<file path="src/rtl/dino_game_ctrl.sv">
// Frame-rate game sequencer for the T-rex runner: game state, button edges, BCD score and speed.
// Optional feature macro: DINO_HISCORE_EN builds the high-score register; otherwise hiscore_o reads zero.
module dino_game_ctrl #(
  parameter int unsigned SPEED_INIT = 2,
  parameter int unsigned SPEED_MAX  = 8,
  parameter int unsigned SCORE_STEP = 6,
  parameter int unsigned DEAD_HOLD  = 60
) (
  input  logic        refreshclk,
  input  logic        rst,
  input  logic        start_btn_i,
  input  logic        jump_btn_i,
  input  logic        duck_btn_i,
  input  logic        collide_i,
  output logic [1:0]  gamestate_o,
  output logic        jump_o,
  output logic        lying_o,
  output logic [15:0] score_o,
  output logic [15:0] hiscore_o,
  output logic [3:0]  speed_o
);

  localparam int unsigned DIV_W  = (SCORE_STEP > 1) ? $clog2(SCORE_STEP) : 1;
  localparam int unsigned HOLD_W = (DEAD_HOLD > 1) ? $clog2(DEAD_HOLD) : 1;

  // state | meaning
  // IDLE  | waiting for the first go event, collide ignored
  // RUN   | scoring, jump/duck active
  // DEAD  | frozen display, hold-off before restart
  typedef enum logic [1:0] {
    ST_IDLE = 2'b00,
    ST_RUN  = 2'b01,
    ST_DEAD = 2'b10
  } state_e;

  state_e            state_q;
  logic              start_prev_q;
  logic              jump_prev_q;
  logic              jump_q;
  logic              lying_q;
  logic [15:0]       score_q;
  logic [3:0]        speed_q;
  logic [DIV_W-1:0]  div_q;
  logic [HOLD_W-1:0] hold_q;

  logic              start_rise;
  logic              jump_rise;
  logic              go;
  logic              score_tick;
  logic              score_sat;
  logic              speed_bump;
  logic [15:0]       score_inc_d;

  function automatic logic [15:0] bcd_inc(input logic [15:0] v);
    logic [15:0] r;
    logic        carry;
    r     = v;
    carry = 1'b1;
    for (int i = 0; i < 4; i++) begin
      if (carry) begin
        if (v[4*i +: 4] == 4'd9) begin
          r[4*i +: 4] = 4'd0;
        end else begin
          r[4*i +: 4] = v[4*i +: 4] + 4'd1;
          carry       = 1'b0;
        end
      end
    end
    return r;
  endfunction

  always_comb begin
    start_rise  = start_btn_i & ~start_prev_q;
    jump_rise   = jump_btn_i & ~jump_prev_q;
    go          = start_rise | jump_rise;
    score_tick  = (div_q == DIV_W'(SCORE_STEP - 1));
    score_sat   = (score_q == 16'h9999);
    score_inc_d = bcd_inc(score_q);
    // a fresh multiple of 100 bumps the scroll speed
    speed_bump  = ~score_sat & (score_inc_d[7:0] == 8'h00);
  end

  always_ff @(posedge refreshclk or posedge rst) begin
    if (rst) begin
      state_q      <= ST_IDLE;
      start_prev_q <= 1'b1;
      jump_prev_q  <= 1'b1;
      jump_q       <= 1'b0;
      lying_q      <= 1'b0;
      score_q      <= 16'h0000;
      speed_q      <= 4'(SPEED_INIT);
      div_q        <= '0;
      hold_q       <= '0;
    end else begin
      start_prev_q <= start_btn_i;
      jump_prev_q  <= jump_btn_i;
      jump_q       <= 1'b0;
      lying_q      <= 1'b0;
      case (state_q)
        ST_IDLE: begin
          if (go) begin
            state_q <= ST_RUN;
            score_q <= 16'h0000;
            speed_q <= 4'(SPEED_INIT);
            div_q   <= '0;
          end
        end
        ST_RUN: begin
          if (collide_i) begin
            state_q <= ST_DEAD;
            hold_q  <= HOLD_W'(DEAD_HOLD - 1);
          end else begin
            jump_q  <= jump_rise & ~duck_btn_i;
            lying_q <= duck_btn_i;
            if (score_tick) begin
              div_q <= '0;
              if (!score_sat) score_q <= score_inc_d;
              if (speed_bump && (speed_q < 4'(SPEED_MAX))) speed_q <= speed_q + 4'd1;
            end else begin
              div_q <= div_q + DIV_W'(1);
            end
          end
        end
        ST_DEAD: begin
          if (hold_q != '0) begin
            hold_q <= hold_q - HOLD_W'(1);
          end else if (go) begin
            state_q <= ST_RUN;
            score_q <= 16'h0000;
            speed_q <= 4'(SPEED_INIT);
            div_q   <= '0;
          end
        end
        default: state_q <= ST_IDLE;
      endcase
    end
  end

`ifdef DINO_HISCORE_EN
  logic [15:0] hiscore_q;

  // BCD digit order matches binary order, so a plain compare suffices
  always_ff @(posedge refreshclk or posedge rst) begin
    if (rst) begin
      hiscore_q <= 16'h0000;
    end else if ((state_q == ST_RUN) && collide_i && (score_q > hiscore_q)) begin
      hiscore_q <= score_q;
    end
  end

  assign hiscore_o = hiscore_q;
`else
  assign hiscore_o = 16'h0000;
`endif

  assign gamestate_o = state_q;
  assign jump_o      = jump_q;
  assign lying_o     = lying_q;
  assign score_o     = score_q;
  assign speed_o     = speed_q;

endmodule

</file>
<file path="config.mk">
export PLATFORM = sky130hd
export DESIGN_NAME = dino_game_ctrl
export DESIGN_NICKNAME = d
export VERILOG_FILES = /design/src/rtl/dino_game_ctrl.sv
export SDC_FILE = /design/constraint.sdc
export NUM_CORES = 1
export LEC_CHECK = 0
export ABC_AREA = 1
export BUFFER_PORTS_ARGS = -buffer_cell sky130_fd_sc_hd__buf_2
export CAP_MARGIN = 25
export CORE_MARGIN = 8
export CORE_UTILIZATION = 50
export DETAILED_ROUTE_END_ITERATION = 6
export PLACE_DENSITY = 0.74
export SYNTH_ARGS = -nofsm -noshare
export SYNTH_HDL_FRONTEND = slang
export SYNTH_SLANG_ARGS = --single-unit
</file>
<file path="constraint.sdc">
create_clock -name refreshclk -period 2.3 [get_ports refreshclk]
set_input_delay 0.46 -clock refreshclk [delete_from_list [all_inputs] [get_ports refreshclk]]
set_output_delay 0.46 -clock refreshclk [all_outputs]
set_load 0.01 [all_outputs]
</file>
==> results.md <==
- Outcome: finished, final reports clean
- GPL Wtd Cong: 0.851
- PnR worst setup slack: 0.389 ns
- Avg Cell Area, Syn: approximately 7.7 sq um
- Synth-to-layout area growth: 10.4%
- Syn Std Cell Area: 2230 sq um
- Power density cells: just over 800 nW/um^2
- Endpoint class of the critical path: register
- Warnings from Yosys: 0
- DR WL/cell: 12.4 um
- Port bufs: 29
- Clk pwr share: 0.239
- Area share of xor/xnor cells in the synthesized design: 0.00786
- RSZ-0062 raised after global routing: no
- Vias in the first global route: 1,727
- Seq/Total Area, Yosys: 0.395
- CP max stage cell: dfrtp_1
- Setup WS pre-CTS: ~0.37 ns
- Area of placed instances: around 2400 sq um
- Max-Cap Viols: 0
- CP max FO: 17
- CTS hold repair buffers: 0
- Fin. Hold Viols: 0
- Initial Util: 0.516
- Final instance area: 2460 sq um
- Latest clock arrival within the worst-skew pair: around 0.29 ns
- Die Ht: 82.8 um
- # H-tree levels: 2
- Initial antenna violation count: 0
- TritonCTS Buffers: 5
- Clock transition at path regs: 0.08 ns
- Stages on worst setup path: 11
- Die ar.: 6850 sq um
- Clk_skew: about 0.0055 ns
- Fin crit share: 0.831
- Cell row count: 24
- Post-Syn Instances: between 200 and 300
- CTS root buffer: clkbuf_8
- CORE AREA: 4320 sq um
- Chip Width: 82.8 um
- Largest net degree at the start of global routing: 36
- Total track usage: 0.145
- Synth Area in Simple Gates: 0.335
- DP Wirelength: 3500 um
- Required time worst endpoint: 2.49 ns
- Max rail drop VDD: ~560 uV
- Power consumption: 2.03 mW
- LEAKAGE: 1.29 nW
- GRT overflow: 0
- Max incr delay on CP: between 0.3 and 0.4 ns
- Starting DRC count in detailed routing: 79
- Routed WL: 4650 um
- Post-synthesis cell type count: 37
- Synth Area in Compound Gates: 0.0988
- CP dominant cell by count: nand2_1
- Fillers: a little over 400
- Slew Viols, Final: 0
- Combinational power share: 0.330
- TritonRoute pass-1 iters: 4
- Final number of setup-violating endpoints: 0
- Crit path time final: 1.91 ns
- Critical R2R Launch: hold_q[0]$_DFFE_PP0P_
- Setup CP Type: register to register
- Setup Buffers After CTS: 0
- Critical path cell sequence: inv_1, ha_1, nand3_1, nand2_1, nand2_2, nor2_4, o21ai_2, inv_4, nand2_4, nand2_1, o21ai_1
- Share of cells above drive strength 1: 0.219
- PostCTS Resize Cnt: 0
- Mux cell area share after synthesis: 0
- Sequential power share: 0.431
- N_diodes: 0
- Max Clk Rate: 523 MHz
- Pint: roughly 1.2 mW
- Clock buffer depth: 2
- CTS sink cnt: 35
- ANT nets after route: 0
- Switch Pwr: 802 uW
- I/O pin cnt: 46
- Largest family of logic cells by synthesized area: simple AND/OR/NAND/NOR gates
- CP arrival: 2.10 ns
- DRC: 0
- Kind of start point of the critical path: register
- Cells on worst reg2reg path: 11
- Synth Area in Adders: 0.0337
- Critical path origin: hold_q[0]$_DFFE_PP0P_
- First-pass GRT wire length: 7730 um
- Via count: approximately 1,900
- WHS: roughly 0.25 ns
- Yosys reg bits: 35
- Min-delay worst type: input port to async pin
- CTS tree: built
- Setup TNS: 0 ns
- Net Sw Frac: 0.395
- Post-layout net count: 335
- Cell family contributing the most delay on the critical path: simple AND/OR/NAND/NOR gates
- Post-DR vias/cell: 5.07
- Buf/Inv on CP: 2
[per-layer routing]
layer	part of all wire	vias to the layer above	wire (um)	track usage
met1	0.45	874	2110	0.185
met3	0.065	8	300	0.0377
met2	0.46	44	2160	0.229
met5	0	-	0	0
li1	-	980	-	-
met4	0.017	0	78	0.0586
[kinds of logic (layout without fill, tap and decap cells)]
| family | count (synthesis) | after routing |
|---|---|---|
| simple gates | 156 | 156 |
| compound gates | 34 | 34 |
| other cells | 1 | 16 |
| xor+xnor | 2 | 2 |
| fa+ha+maj | 6 | 6 |
| buf+inv | 55 | 75 |
| flops | 35 | 35 |
[Yosys cell counts (all sizes together)]
cell type  instances  share of area
inv               36          0.062
o32ai              1         0.0039
a21oi              7          0.016
nand3             35          0.085
and3               1         0.0028
o311ai             1         0.0039
a211o              1         0.0039
conb               1         0.0017
nor2              29          0.063
buf               18          0.065
nor3               4         0.0090
dfstp              3          0.035
nand4              8          0.022
a31oi              1         0.0028
o22ai              1         0.0028
clkbuf             1         0.0017
nor3b              2         0.0067
ha                 6          0.034
o21bai             1         0.0034
nand2             70           0.13
or2                6          0.017
o21ai             21          0.062
xor2               2         0.0079
dfrtp             32           0.36
nor4               1         0.0028
[metrics by stage]
stage	cells	utilization
2_1_floorplan	304	-
4_1_cts	376	0.569
5_1_grt	376	0.569
3_5_place_dp	368	0.546
6_report	376	0.569
3_3_place_gp	368	0.546
[worst paths after layout]
path	endpoint	slack, ns
setup reg to reg	score_o[8]$_DFFE_PP0P_	0.39
hold / removal	lying_o$_DFF_PP0_	0.25
min in group refreshclk	jump_prev_q$_DFF_PP1_	0.27
hold reg to reg	speed_o[1]$_DFFE_PP1P_	0.52
setup / recovery	score_o[8]$_DFFE_PP0P_	0.39
max in group asynchronous	speed_o[1]$_DFFE_PP1P_	1.68
[flip-flops by register name, summed over array words and instances, names as in the netlist]
register and flops:
jump_o 1, lying_o 1, hold_q 6, div_q 3, jump_prev_q 1, gamestate_o 2, start_prev_q 1, speed_o 4
score_o 16
[layout by cell type, fill, tap and decap left out, types with 2 or more instances in the layout]
master	count
nor3_1	4
nand3_2	3
o21ai_0	8
nor3b_1	2
ha_1	6
o21ai_1	4
buf_4	2
nand3_1	32
a21oi_1	7
inv_1	32
nor2_1	24
clkbuf_8	6
nand2_1	67
inv_2	3
o21ai_2	9
xor2_1	2
or2_2	5
dfrtp_1	32
conb_1	16
dfstp_2	3
nand4_1	8
buf_2	29
nor2_4	4
nand2_4	2
[worst reg2reg max path, delay by kind of cell, from the launching register on]
family | cells | cell delay (ns)
flip-flops | 1 | 0.38
AND/OR/NAND/NOR | 6 | 0.80
AO/OA/AOI/OAI | 2 | 0.16
adder cells (fa/ha/maj) | 1 | 0.19
buffers and inverters | 2 | 0.29
[layout make-up]
| class | count | area (sq um) | area share |
|---|---|---|---|
| multi-input cells | 214 | 1120 | 0.455 |
| flip-flops and latches | 35 | 880 | 0.357 |
| repair buffers | 31 | 160 | 0.0651 |
| inverters | 36 | 138 | 0.0559 |
| clock buffers | 6 | 82.6 | 0.0336 |
| well taps | 52 | 65.1 | 0.0264 |
| clock inverters | 2 | 16.3 | 0.00661 |
[power groups by stage]
stage	Clock, mW	Sequential (mW)	Combinational [mW]
2_1_floorplan	0	0.887	0.529
3_3_place_gp	0	0.882	0.659
3_5_place_dp	0	0.886	0.674
4_1_cts	0.502	0.875	0.678
5_1_grt	0.525	0.902	0.774
6_report	0.485	0.876	0.670
Power figures use the tool's default switching activity.
